## config.mk

```make
export PLATFORM = sky130hd
export DESIGN_NAME = contador_bcd_mux
export DESIGN_NICKNAME = d
export VERILOG_FILES = /design/src/rtl/display_pkg.sv /design/src/rtl/bcd_digit.sv /design/src/rtl/contador_bcd_mux.sv
export SDC_FILE = /design/constraint.sdc
export NUM_CORES = 1
export LEC_CHECK = 0
export ABC_AREA = 1
export BUFFER_PORTS_ARGS = -buffer_cell sky130_fd_sc_hd__buf_4
export CAP_MARGIN = 10
export CORE_ASPECT_RATIO = 1.1
export CORE_MARGIN = 3
export CORE_UTILIZATION = 36
export CTS_CLUSTER_DIAMETER = 200
export DETAILED_ROUTE_END_ITERATION = 7
export GPL_TIMING_DRIVEN = 0
export PLACE_DENSITY = 0.5
export SLEW_MARGIN = 10
export SYNTH_ARGS = -nofsm -noshare
export SYNTH_HDL_FRONTEND = slang
export SYNTH_SLANG_ARGS = --single-unit
```

## constraint.sdc

```tcl
create_clock -name clk -period 2.3 [get_ports clk]
set_clock_uncertainty 0.1 [all_clocks]
set_input_delay 0.115 -clock clk [delete_from_list [all_inputs] [get_ports clk]]
set_output_delay 0.115 -clock clk [all_outputs]
set_load 0.02 [all_outputs]
```

## src/rtl/display_pkg.sv

```systemverilog
// Shared BCD/display constants used by the counter/scan stage and the 7-segment encoder.
// The saturating helper clamps out-of-range nibbles to the largest decimal digit.
package display_pkg;

   localparam int         BCD_WIDTH = 4;
   localparam logic [3:0] BCD_MAX   = 4'd9;
   localparam int         SEG_WIDTH = 7;

   function automatic logic [BCD_WIDTH-1:0] bcd_sat(input logic [BCD_WIDTH-1:0] value);
      return (value > BCD_MAX) ? BCD_MAX : value;
   endfunction

endpackage

```

## src/rtl/bcd_digit.sv

```systemverilog
// One decade of the BCD counter: steps only when its carry-in is set.
// Carry-out ripples into the next decade.
module bcd_digit
   import display_pkg::*;
(
   input  logic                 clk,
   input  logic                 reset_n,
   input  logic                 step,
   input  logic                 up,
   input  logic                 clear,
   input  logic                 load,
   input  logic [BCD_WIDTH-1:0] load_val,
   input  logic                 carry_in,
   output logic [BCD_WIDTH-1:0] digit,
   output logic                 carry_out
);

   always_ff @(posedge clk) begin
      if (!reset_n) begin
         digit <= '0;
      end else if (clear) begin
         digit <= '0;
      end else if (load) begin
         digit <= bcd_sat(load_val);
      end else if (step && carry_in) begin
         if (up) begin
            digit <= (digit == BCD_MAX) ? '0 : digit + 1'b1;
         end else begin
            digit <= (digit == '0) ? BCD_MAX : digit - 1'b1;
         end
      end
   end

   // A decade passes the step on only when it wraps in the current direction.
   assign carry_out = carry_in && (up ? (digit == BCD_MAX) : (digit == '0));

endmodule

```

## src/rtl/contador_bcd_mux.sv

```systemverilog
// Multi-digit BCD up/down counter with prescaled stepping and a time-multiplexed
// digit scan that feeds a single 7-segment encoder.
module contador_bcd_mux
   import display_pkg::*;
#(
   parameter int DIGITS   = 4,
   parameter int TICK_DIV = 50_000_000,
   parameter int SCAN_DIV = 50_000
) (
   input  logic                        clk,
   input  logic                        reset_n,
   input  logic                        en,
   input  logic                        up,
   input  logic                        clear,
   input  logic                        load,
   input  logic [BCD_WIDTH*DIGITS-1:0] load_val,
   output logic [BCD_WIDTH*DIGITS-1:0] count,
   output logic                        carry,
   output logic [BCD_WIDTH-1:0]        bcd,
   output logic [DIGITS-1:0]           digit_sel
);

   localparam int TW = (TICK_DIV > 1) ? $clog2(TICK_DIV) : 1;
   localparam int SW = (SCAN_DIV > 1) ? $clog2(SCAN_DIV) : 1;
   localparam int IW = (DIGITS > 1) ? $clog2(DIGITS) : 1;

   logic [TW-1:0]   tick_cnt;
   logic [SW-1:0]   scan_cnt;
   logic [IW-1:0]   scan_idx;
   logic            tick_last;
   logic            scan_last;
   logic            step;
   logic [DIGITS:0] chain;

   assign tick_last = (tick_cnt == TW'(TICK_DIV - 1));
   assign scan_last = (scan_cnt == SW'(SCAN_DIV - 1));
   assign step      = en && tick_last && !clear && !load;
   assign chain[0]  = 1'b1;

   // Step prescaler: holds while disabled, restarts whenever the count is overwritten.
   always_ff @(posedge clk) begin
      if (!reset_n) begin
         tick_cnt <= '0;
      end else if (clear || load) begin
         tick_cnt <= '0;
      end else if (en) begin
         tick_cnt <= tick_last ? '0 : tick_cnt + 1'b1;
      end
   end

   genvar i;
   generate
      for (i = 0; i < DIGITS; i++) begin : g_digit
         bcd_digit u_digit (
            .clk       (clk),
            .reset_n   (reset_n),
            .step      (step),
            .up        (up),
            .clear     (clear),
            .load      (load),
            .load_val  (load_val[i*BCD_WIDTH +: BCD_WIDTH]),
            .carry_in  (chain[i]),
            .digit     (count[i*BCD_WIDTH +: BCD_WIDTH]),
            .carry_out (chain[i+1])
         );
      end
   endgenerate

   always_ff @(posedge clk) begin
      if (!reset_n) begin
         carry <= 1'b0;
      end else begin
         carry <= step && chain[DIGITS];
      end
   end

   // Scan runs freely; BCD and select are both taken from the current index so they never skew.
   always_ff @(posedge clk) begin
      if (!reset_n) begin
         scan_cnt  <= '0;
         scan_idx  <= '0;
         bcd       <= '0;
         digit_sel <= DIGITS'(1);
      end else begin
         if (scan_last) begin
            scan_cnt <= '0;
            scan_idx <= (scan_idx == IW'(DIGITS - 1)) ? '0 : scan_idx + 1'b1;
         end else begin
            scan_cnt <= scan_cnt + 1'b1;
         end
         bcd       <= count[scan_idx*BCD_WIDTH +: BCD_WIDTH];
         digit_sel <= DIGITS'(1) << scan_idx;
      end
   end

endmodule

```

==> impl_metrics.csv <==
group,metric,value,unit
timing,fin_tns_setup,0,ps
detailed_routing,firstDrtPassIters,5,
setup_path,worstSetupPathType,"reg2reg",
logic_synthesis,synth_cell_type_count,42,
finish,synthToLayoutAreaGrowth,21.3,%
finish,num-nets-final,727,
logic_synthesis,synth_area_leaders,"dfxtp_1 34%, nand2_1 14%, nor2_1 9.0%",
clocking,cts_tree,"built",
setup_path,cp-end-kind,"flip-flop",
finish,layout_commonest_cell,"nand2_1",
setup_path,crit_required,2430,ps
finish,most-common-layout-cells,"149 x nand2_1, 99 x nor2_1, 72 x inv_1",
logic_synthesis,ys.flop_type,"dfxtp_1",
finish,drive_above_1_share,14.9,%
setup_path,critPathSlowestCell,"dfxtp_1",
logic_synthesis,synth_warnings,0,
run_status,status,"completed",
logic_synthesis,syn_nets,668,
timing,fmax,0.475,GHz
setup_path,cp-start-kind,"flip-flop",
finish,diodes,0,
clocking,root_buffer,"clkbuf_16",
worst_hold_path,whs_path_depth,5,
global_routing,grt_pass1_wl,19300,um
detailed_routing,routed_via_density,4.97,
die,core,11100,sq um
worst_hold_path,hold_path.class,"in2reg",
clocking,clock_sinks,69,
power_and_ir_drop,ir_worst_vdd,0.275,mV
logic_synthesis,postSynthCellCount,642,
setup_path,cp_max_fo,6,
clocking,post_cts_resized,0,
logic_synthesis,ys_seq_area_share,33.6,%
die,fp-row-count,40,
setup_path,cp_num_buf_inv,0,
timing,fin_crit_sh,91.6,%
setup_path,cp.arrival,2240,ps
timing,hold_violations,0,
finish,utilization,45.1,%
clocking,h-tree-depth,3,
run,cap_viol_max_count,0,
die,die_w,108,um
worst_hold_path,min-delay-start,"load_val[8]",
worst_hold_path,worst_hold_path.endpoint,"g_digit[2].u_digit.digit[0]",
timing,relSlewSlack,56.3,%
setup_path,reg2reg_from,"tick_cnt[0]",
timing,final_max_slew_viol_count,0,
setup_path,cpMostUsedCell,"nand2_1",
clocking,clockBufferDepth,2,
setup_path,crit_chain,"ha_1 -> nand2_1 -> nor2_1 -> nand2_1 -> nor2_1 -> nand4_1 -> o21bai_4 -> nand2_1 -> nand2_1 -> nor2_1",
die,die_area,12700,sq um
logic_synthesis,ys_seq_elements,69,
clocking,clk_pin_slew,60,ps
die,chipHeight,118,um
logic_synthesis,yosys.area.top_type_share,33.6,%
die,initial_core_util,37.2,%
logic_synthesis,synth-async-reset-ratio,0,%
detailed_routing,routed_wl,11700,um
logic_synthesis,synth.avg_cell_area,6.40,sq um
timing,setup-violations-final,0,
die,io_pins,47,
clocking,cts_buffers,9,
detailed_routing,num_vias,4239,
logic_synthesis,synth_edf_count,0,
global_routing,grt_overflow,0,
logic_synthesis,synth_area,4110,sq um
finish,finalNonFillerCells,853,
power_and_ir_drop,power_density,611,nW/um^2
placed_design,port_buffers,44,
global_routing,grt_usage,18.9,%
clocking,insertion_delay,330,ps
setup_path,max_stage_delay,390,ps
power_and_ir_drop,p_leak,2.04,nW
detailed_routing,drc,0,
timing,worst_slew_pin_slew,649,ps
setup_path,r2r_end,"g_digit[3].u_digit.digit[1]",
global_routing,grt_pass1_vias,3978,
setup_path,r2r_slack,190,ps
setup_path,cp_top_family,"simple AND/OR/NAND/NOR gates",
detailed_routing,initialDrtViolationCount,222,
placed_design,place_inst,833,
timing,fin_crit,2110,ps
global_routing,grt_max_degree,14,
setup_path,ff2ff_path_depth,10,
detailed_routing,wire_per_inst,13.8,um
clocking,postCtsSetupRepairBufs,0,
global_routing,antenna_found_initial,0,
logic_synthesis,yosysTopAreaCell,"dfxtp_1",
placed_design,gp_congestion,0.819,
placed_design,dpl.hpwl,8940,um
detailed_routing,ant_nets,0,
timing,rsz0062_at_grt,"no",
flip-flops by register name, summed over array words and instances, names as in the netlist:
| signal | flops |
|---|---|
| digit_sel | 4 |
| carry | 1 |
| scan_cnt | 16 |
| scan_idx | 2 |
| g_digit.u_digit.digit | 16 |
| bcd | 4 |
| tick_cnt | 26 |
worst register-to-register path, stage by stage, from the launching register on:
cell and delay, ps:
dfxtp_1 390, ha_1 260, nand2_1 130, nor2_1 180
nand2_1 80, nor2_1 120, nand4_1 260, o21bai_4 280
nand2_1 90, nand2_1 70, nor2_1 40
Yosys cell counts, drive strengths merged, types with 3 or more instances:
library cell	number
dfxtp	69
nand4	15
a21oi	49
nor3	27
nor4	3
nand2	152
xor2	6
nor3b	6
clkbuf	5
nand3	34
ha	4
o21a	6
inv	83
a211oi	6
o21ai	41
buf	7
o221ai	3
nor2	111
through the flow:
step	hold slack, ps	setup WS, ps	area [sq um]	power, mW
after floorplan	147	658	4110	1.44
after detailed placement	303	218	4630	1.54
after global routing	23.6	61.9	4990	3.17
final	27.6	194	4990	3.05
after CTS	15.8	213	4990	3.09
after global placement	299	232	4630	1.54
what timing repair did:
item / in CTS / in global routing
endpoints found under the setup margin: 0 / 0
hold buffers: 4 / 0
endpoints found under the hold margin: 4 / 0
final cells by class:
| type | instances | area (sq um) |
|---|---|---|
| fill | 1153 | 6070 |
| multi-input combinational | 477 | 2360 |
| sequential | 69 | 1380 |
| timing repair buffer | 48 | 370 |
| inverter | 84 | 315 |
| clock buffer | 10 | 229 |
| tap | 147 | 184 |
| clock inverter | 6 | 93.8 |
| buffer | 12 | 57.6 |
where the power goes:
group | switching [mW] | internal, mW
logic | 0.177 | 0.111
clock network | 0.566 | 0.960
registers | 0.0225 | 1.21
total | 0.765 | 2.28
worst max path at each step:
| stage | slack, ps | cells after the start | endpoint | startpoint |
|---|---|---|---|---|
| after floorplan | 660 | 10 | g_digit[3].u_digit.digit[0] | tick_cnt[0] |
| after global placement | 230 | 10 | g_digit[3].u_digit.digit[1] | tick_cnt[0] |
| after detailed placement | 220 | 10 | g_digit[3].u_digit.digit[1] | tick_cnt[0] |
| after CTS | 210 | 10 | g_digit[3].u_digit.digit[1] | tick_cnt[0] |
| after global routing | 60 | 10 | g_digit[3].u_digit.digit[3] | tick_cnt[0] |
| final | 190 | 10 | g_digit[3].u_digit.digit[1] | tick_cnt[0] |
kinds of logic (layout without fill, tap and decap cells):
family | Yosys count | in the layout | share of synthesized area, %
AOI/OAI and AO/OA | 112 | 112 | 15.4
xor gates and xnor gates | 8 | 8 | 1.70
adders and majority gates | 4 | 4 | 1.22
buffers and inverters | 96 | 160 | 9.07
DFF | 69 | 69 | 33.6
and+or+nand+nor | 353 | 353 | 39.0
metal layers:
| layer | GRT usage, % | vias up | routed length [um] |
|---|---|---|---|
| met4 | 5.60 | 0 | 175 |
| li1 | - | 2218 | - |
| met3 | 4.22 | 11 | 468 |
| met2 | 33.1 | 101 | 5930 |
| met1 | 22.8 | 1909 | 5170 |
| met5 | 0 | - | 0 |
(Power assumes the default switching activity.)
